### config.mk
export PLATFORM = sky130hd
export DESIGN_NAME = ftdi_245fifo_arb_fsm
export DESIGN_NICKNAME = d
export VERILOG_FILES = /design/src/rtl/ftdi_245fifo_pkg.sv /design/src/rtl/ftdi_245fifo_burst_cnt.sv /design/src/rtl/ftdi_245fifo_arb_fsm.sv
export SDC_FILE = /design/constraint.sdc
export NUM_CORES = 1
export LEC_CHECK = 0
export CORE_MARGIN = 10
export CORE_UTILIZATION = 30
export CTS_CLUSTER_DIAMETER = 120
export DETAILED_ROUTE_END_ITERATION = 8
export GPL_TIMING_DRIVEN = 0
export HOLD_SLACK_MARGIN = 0.12
export PLACE_DENSITY = 0.62
export SYNTH_ARGS = -nofsm -noshare
export SYNTH_HDL_FRONTEND = slang
export SYNTH_SLANG_ARGS = --single-unit
### constraint.sdc
create_clock -name clk -period 1.48 [get_ports clk]
set_input_delay 0.296 -clock clk [delete_from_list [all_inputs] [get_ports clk]]
set_output_delay 0.296 -clock clk [all_outputs]
set_load 0.01 [all_outputs]
### src/rtl/ftdi_245fifo_pkg.sv
// Shared types and constants for the FTDI 245-FIFO arbitration FSM.
`timescale 1ns/1ps
package ftdi_245fifo_pkg;

   typedef enum logic [2:0] {
      ST_IDLE,
      ST_RX_OE,
      ST_RX_EN,
      ST_RX_WAIT,
      ST_RX_END,
      ST_TX_EN,
      ST_TURN
   } state_t;

   typedef enum logic {
      DIR_RX = 1'b0,
      DIR_TX = 1'b1
   } dir_t;

   // Widest supported chip (FT601, 32 bits); narrower chips slice these.
   localparam int CHIP_W_MAX = 32;
   localparam int CHIP_K_MAX = 4;

   localparam logic [CHIP_K_MAX-1:0] BE_ALL_ONE = '1;
   localparam logic [CHIP_K_MAX-1:0] BE_ZERO    = '0;
   localparam logic [CHIP_W_MAX-1:0] DATA_ZERO  = '0;

   function automatic int chip_w(input int ew);
      return 8 << ew;
   endfunction

   function automatic int chip_k(input int ew);
      return 1 << ew;
   endfunction

endpackage

### src/rtl/ftdi_245fifo_burst_cnt.sv
// Per-grant beat counter: cleared at grant start, flags the final allowed beat.
`timescale 1ns/1ps
module ftdi_245fifo_burst_cnt #(
   parameter int MAX = 64
) (
   input  logic clk,
   input  logic rstn,
   input  logic clr,
   input  logic inc,
   output logic last
);

   // Sized to hold MAX; the burst ends on the beat at MAX-1 so it never wraps.
   localparam int CW = $clog2(MAX + 1);

   logic [CW-1:0] cnt;

   always_ff @(posedge clk or negedge rstn) begin
      if (!rstn) begin
         cnt <= '0;
      end else if (clr) begin
         cnt <= '0;
      end else if (inc) begin
         cnt <= cnt + CW'(1);
      end
   end

   assign last = (cnt == CW'(MAX - 1));

endmodule

### src/rtl/ftdi_245fifo_arb_fsm.sv
// FTDI 245-FIFO control FSM: fair RX/TX arbitration with burst limits,
// bus turnaround gap and clean termination on partial TX words.
`timescale 1ns/1ps
module ftdi_245fifo_arb_fsm
   import ftdi_245fifo_pkg::*;
#(
   parameter int CHIP_EW          = 0,
   parameter int RX_BURST_MAX     = 64,
   parameter int TX_BURST_MAX     = 64,
   parameter int TURNAROUND       = 1,
   parameter bit DRIVE_AT_NEGEDGE = 1'b0,
   localparam int W = chip_w(CHIP_EW),
   localparam int K = chip_k(CHIP_EW)
) (
   input  logic         clk,
   input  logic         rstn,
   input  logic         tx_tvalid,
   output logic         tx_tready,
   input  logic [W-1:0] tx_tdata,
   input  logic [K-1:0] tx_tkeep,
   input  logic         rx_almost_full,
   output logic         rx_tvalid,
   output logic [W-1:0] rx_tdata,
   output logic [K-1:0] rx_tkeep,
   output logic         rx_tlast,
   input  logic         ftdi_rxf_n,
   input  logic         ftdi_txe_n,
   output logic         ftdi_oe_n,
   output logic         ftdi_rd_n,
   output logic         ftdi_wr_n,
   output logic         ftdi_master_oe,
   output logic [W-1:0] ftdi_data_out,
   output logic [K-1:0] ftdi_be_out,
   input  logic [W-1:0] ftdi_data_in,
   input  logic [K-1:0] ftdi_be_in,
   output logic         rx_active,
   output logic         tx_active
);

   localparam int TURN_W = $clog2(TURNAROUND + 1);
   localparam logic [K-1:0] KEEP_ALL  = BE_ALL_ONE[K-1:0];
   localparam logic [K-1:0] KEEP_NONE = BE_ZERO[K-1:0];
   localparam logic [W-1:0] WORD_NONE = DATA_ZERO[W-1:0];

   state_t            state, state_next;
   dir_t              last_dir, last_dir_next;
   logic [TURN_W-1:0] turn_cnt;
   logic              rx_req, tx_req, rx_beat, tx_beat;
   logic              rx_last, tx_last, turn_done;
   logic              oe_c, rd_c, wr_c, moe_c;
   logic [W-1:0]      data_c;
   logic [K-1:0]      be_c;

   assign rx_req    = ~ftdi_rxf_n & ~rx_almost_full;
   assign tx_req    = ~ftdi_txe_n & tx_tvalid;
   assign rx_beat   = (state == ST_RX_EN) & ~ftdi_rxf_n;
   assign tx_beat   = (state == ST_TX_EN) & tx_tvalid & ~ftdi_txe_n;
   assign turn_done = (state == ST_TURN) & (turn_cnt == TURN_W'(TURNAROUND - 1));

   ftdi_245fifo_burst_cnt #(.MAX(RX_BURST_MAX)) u_rx_cnt (
      .clk  (clk),
      .rstn (rstn),
      .clr  (state == ST_RX_OE),
      .inc  (rx_beat),
      .last (rx_last)
   );

   ftdi_245fifo_burst_cnt #(.MAX(TX_BURST_MAX)) u_tx_cnt (
      .clk  (clk),
      .rstn (rstn),
      .clr  (state != ST_TX_EN),
      .inc  (tx_beat),
      .last (tx_last)
   );

   always_ff @(posedge clk or negedge rstn) begin
      if (!rstn) begin
         state    <= ST_IDLE;
         last_dir <= DIR_TX;
      end else begin
         state    <= state_next;
         last_dir <= last_dir_next;
      end
   end

   always_ff @(posedge clk or negedge rstn) begin
      if (!rstn) begin
         turn_cnt <= '0;
      end else if ((state == ST_TURN) && !turn_done) begin
         turn_cnt <= turn_cnt + TURN_W'(1);
      end else begin
         turn_cnt <= '0;
      end
   end

   always_comb begin
      state_next    = state;
      last_dir_next = last_dir;
      case (state)
         ST_IDLE: begin
            // On a tie the direction not served last time wins.
            if (rx_req && (!tx_req || last_dir == DIR_TX)) begin
               state_next    = ST_RX_OE;
               last_dir_next = DIR_RX;
            end else if (tx_req) begin
               state_next    = ST_TX_EN;
               last_dir_next = DIR_TX;
            end
         end
         ST_RX_OE:   state_next = ST_RX_EN;
         ST_RX_EN: begin
            if (ftdi_rxf_n || rx_almost_full || (rx_beat && rx_last))
               state_next = ST_RX_WAIT;
         end
         ST_RX_WAIT: state_next = ST_RX_END;
         ST_RX_END:  state_next = ST_TURN;
         ST_TX_EN: begin
            if (ftdi_txe_n || !tx_tvalid || (tx_beat && (tx_tkeep != KEEP_ALL || tx_last)))
               state_next = ST_TURN;
         end
         ST_TURN: begin
            if (turn_done)
               state_next = ST_IDLE;
         end
         default: state_next = ST_IDLE;
      endcase
   end

   always_comb begin
      oe_c      = 1'b1;
      rd_c      = 1'b1;
      wr_c      = 1'b1;
      moe_c     = 1'b0;
      data_c    = WORD_NONE;
      be_c      = KEEP_NONE;
      tx_tready = 1'b0;
      rx_tvalid = 1'b0;
      rx_tdata  = WORD_NONE;
      rx_tkeep  = KEEP_NONE;
      rx_tlast  = 1'b0;
      rx_active = 1'b0;
      tx_active = 1'b0;
      case (state)
         ST_RX_OE: begin
            oe_c      = 1'b0;
            rx_active = 1'b1;
         end
         ST_RX_EN: begin
            oe_c      = 1'b0;
            rd_c      = 1'b0;
            rx_active = 1'b1;
            rx_tvalid = ~ftdi_rxf_n;
            rx_tdata  = ftdi_data_in;
            rx_tkeep  = (CHIP_EW == 0) ? KEEP_ALL : ftdi_be_in;
         end
         ST_RX_WAIT: rx_active = 1'b1;
         ST_RX_END: begin
            rx_active = 1'b1;
            // Chip drained: close the packet with an empty marker beat.
            if (ftdi_rxf_n) begin
               rx_tvalid = 1'b1;
               rx_tlast  = 1'b1;
            end
         end
         ST_TX_EN: begin
            tx_active = 1'b1;
            moe_c     = 1'b1;
            tx_tready = ~ftdi_txe_n;
            wr_c      = ~(tx_tvalid & ~ftdi_txe_n);
            data_c    = tx_tdata;
            be_c      = tx_tkeep;
         end
         default: ;
      endcase
   end

   generate
      if (DRIVE_AT_NEGEDGE) begin : g_pins_neg
         always_ff @(negedge clk or negedge rstn) begin
            if (!rstn) begin
               ftdi_oe_n      <= 1'b1;
               ftdi_rd_n      <= 1'b1;
               ftdi_wr_n      <= 1'b1;
               ftdi_master_oe <= 1'b0;
               ftdi_data_out  <= WORD_NONE;
               ftdi_be_out    <= KEEP_NONE;
            end else begin
               ftdi_oe_n      <= oe_c;
               ftdi_rd_n      <= rd_c;
               ftdi_wr_n      <= wr_c;
               ftdi_master_oe <= moe_c;
               ftdi_data_out  <= data_c;
               ftdi_be_out    <= be_c;
            end
         end
      end else begin : g_pins_comb
         assign ftdi_oe_n      = oe_c;
         assign ftdi_rd_n      = rd_c;
         assign ftdi_wr_n      = wr_c;
         assign ftdi_master_oe = moe_c;
         assign ftdi_data_out  = data_c;
         assign ftdi_be_out    = be_c;
      end
   endgenerate

endmodule
==> results.toml <==
[run_status]
status = "complete, but fails checks"
violations = "negative setup slack"

[clock_tree]
cts_tree = "done"
htreeDepth = 1
cts_sinks = 19
path_clk_slew_ps = 70
clock_path_buffers = 2
insertion_delay_ps = 260
numCtsBuffers = 3
cts_root_buf = "clkbuf_8"

[layout]
nets = 233
multi_input_area_sq_um = 791
seq_area_sq_um = 477
post_layout_nonfiller_instances = 254
diodes = 0
drive_gt1_share_pct = 50.0
syn_to_final_growth_pct = 92.6
fillers = 308
layout_common_cells = "buf_6, buf_4, clkdlybuf4s50_1"
final_common_cell = "buf_6"

[placed_design]
dpl.cell_count = 223
place_congestion = 0.864
io_buffers = 49
dp_hpwl_microns = 2680

[sta]
fin_ws_ps = -299
fin_skew_ps = 4.69
hold_viol_final = 0
slew_headroom_pct = 42.8
fin_crit_ps = 1780
grt_setup_unrepaired = "yes"
fin_crit_sh_pct = 120
setup_viol = 37
holdWs_ps = 525
worst-slew-pin-transition_ps = 856
slew_viol_final = 0
fmaxAchievable_mhz = 562

[power_and_ir_drop]
clock_power_share_pct = 11.2
switching_power_mw = 1.18
power_frac_seq_pct = 20.9
p_comb_share_pct = 67.9
peakVddDrop_mv = 0.764
power_mw = 3.26
intPower_mw = 2.07
swShare_pct = 36.3
power.leakage_nw = 0.988
p_per_area_nw_per_um2 = 1490

[critical_path]
path_common_cell = "buf_6"
crit_fanout = 5
crit_chain = "buf_6 > nor3b_4 > clkbuf_8 > and2_1 > buf_6"
cpLargestDelayFamily = "buffers and inverters"
cp-start-kind = "flop"
critical_path_required_ps = 1180
cp_slowest_cell = "dfrtp_1"
critPathKind = "flop to output port"
crit_path_end_kind = "output port"
cp_data_arrival_time_ps = 1480
slowest_delay_ps = 380
crit_buf_inv = 3

[hold_path]
hold_path_class = "flop to flop"

[yosys]
yosys.cell_types.count = 37
synth_fp_nets = 152
yosys.area.top_type = "dfrtp_1"
syn-cell-area_sq_um = 1130
synthCells = 126
ys_warn_count = 0
synth_area_leaders = "dfrtp_1, and2_1, nor2_1"
async_reset_ff_share_pct = 100
netlist.area_leader.share_pct = 39.8
yosys_register_bits = 19
yosysSeqAreaShare_pct = 42.1
synth_edf_count = 0
avgSynthCellArea_sq_um = 8.99
synth_flop_cell = "dfrtp_1"

[routing]
firstDrtPassIters = 4
drc = 0
via_per_inst = 4.71
dr.first_iter.drc_count = 36
via_count = 1196
wl_per_cell_microns = 15.5
drtAntennaViolNets = 0
finalWirelength_microns = 3930

[grt]
track_usage_pct = 10.6
grt_max_degree = 20
antenna_found_initial = 0
grt-ovfl-total = 0
grt_pass1_vias = 1148
grt_first_pass_wirelength_microns = 5620

[die]
rows = 22
die_w_microns = 81.4
boundaryPins = 51
start_util_pct = 30.9
die-area_sq_um = 6630
core_sq_um = 3660
fp.dieH_microns = 81.4

[job]
maxCapViolCount = 0
==> state kept, by name, indices dropped and copies added, names as in the netlist <==
name          cells
u_rx_cnt.cnt      7
last_dir          1
u_tx_cnt.cnt      7
turn_cnt          1
state             3
==> worst min-delay path: stages (launching register included) <==
cell	delay, ps
dfstp_2	380
a21oi_1	100
a31oi_1	50
==> cell type report <==
cell class                      instances  area share, %
Buffer                                  5           2.52
Clock buffer                            4           2.07
Inverter                                3          0.746
Multi-Input combinational cell         97           36.3
Sequential cell                        19           21.9
Tap cell                               48           2.75
Timing Repair Buffer                   78           33.8
==> power groups by stage <==
stage | logic (mW) | clock network (mW) | registers [mW]
final | 2.21 | 0.365 | 0.680
after global routing | 2.36 | 0.399 | 0.690
after CTS | 1.75 | 0.376 | 0.677
after detailed placement | 1.45 | 0 | 0.700
after global placement | 1.43 | 0 | 0.699
after floorplan | 0.847 | 0 | 0.691
==> cell usage after synthesis (2+ instances only) <==
library cell  number
and2_1            17
or3_1              2
o21ai_0            5
buf_4              3
nand2b_1           2
nor2_1            18
a21oi_1            5
nand2_1           10
and3_1             2
clkbuf_1           2
nand4_1            2
nand3_1            3
ha_1               2
dfrtp_1           18
xor2_1             5
xnor2_1            7
inv_1              3
==> layer usage <==
layer / global-route usage [%] / vias to the layer above / wire (microns)
met5: 0 / - / 0
met1: 12.3 / 579 / 1540
met4: 3.46 / 0 / 34
met3: 2.62 / 5 / 238
li1: - / 576 / -
met2: 18.6 / 36 / 2110
==> metrics by stage <==
| stage | setup slack, ps | TNS, ps | area [sq um] | utilization, % |
|---|---|---|---|---|
| after floorplan | -72.8 | -469 | 1200 | - |
| after global placement | -755 | -17690 | 1750 | 47.8 |
| after global routing | -362 | -10250 | 2180 | 59.6 |
| after detailed placement | -767 | -18880 | 1750 | 47.8 |
| after CTS | -357 | -7900 | 1970 | 53.9 |
| final | -299 | -7810 | 2180 | 59.6 |
==> cell families (layout without fill, tap and decap cells) <==
kind of cell             count (synthesis)  in the layout  share of synthesized area, %
AO/OA/AOI/OAI                           14             14                          7.18
other                                    1              1                         0.331
AND/OR/NAND/NOR                         67             67                          32.9
XOR/XNOR                                12             12                          9.28
flip-flops                              19             19                          42.1
multiplexers                             1              1                         0.884
adder cells (fa/ha/maj)                  2              2                          2.21
buffers and inverters                   10             90                          5.08
==> timing repair <==
action | CTS | global route
endpoints found under the setup margin | 37 | 39
buffers inserted | 19 | 9
gates cloned | 1 | 0
hold buffers | 0 | 0
gates resized for setup | 145 | 37
pin swaps | 17 | 18
==> final timing paths <==
| kind | start | endpoint | slack (ps) | cells past startpoint |
|---|---|---|---|---|
| worst max-delay path | state[0]$_DFFE_PN0P_ | rx_tdata[7] | -300 | 5 |
| worst min-delay path | last_dir$_DFFE_PN1P_ | last_dir$_DFFE_PN1P_ | 520 | 2 |
| worst max register to register | state[0]$_DFFE_PN0P_ | u_rx_cnt.cnt[5]$_DFFE_PN0P_ | -240 | 7 |
| worst min register to register | last_dir$_DFFE_PN1P_ | last_dir$_DFFE_PN1P_ | 520 | 2 |
| max in group asynchronous | rstn | u_tx_cnt.cnt[0]$_DFFE_PN0P_ | 430 | 1 |
| min in group asynchronous | rstn | u_rx_cnt.cnt[6]$_DFFE_PN0P_ | 530 | 1 |
Note: power is estimated with default switching activity, not from simulation.
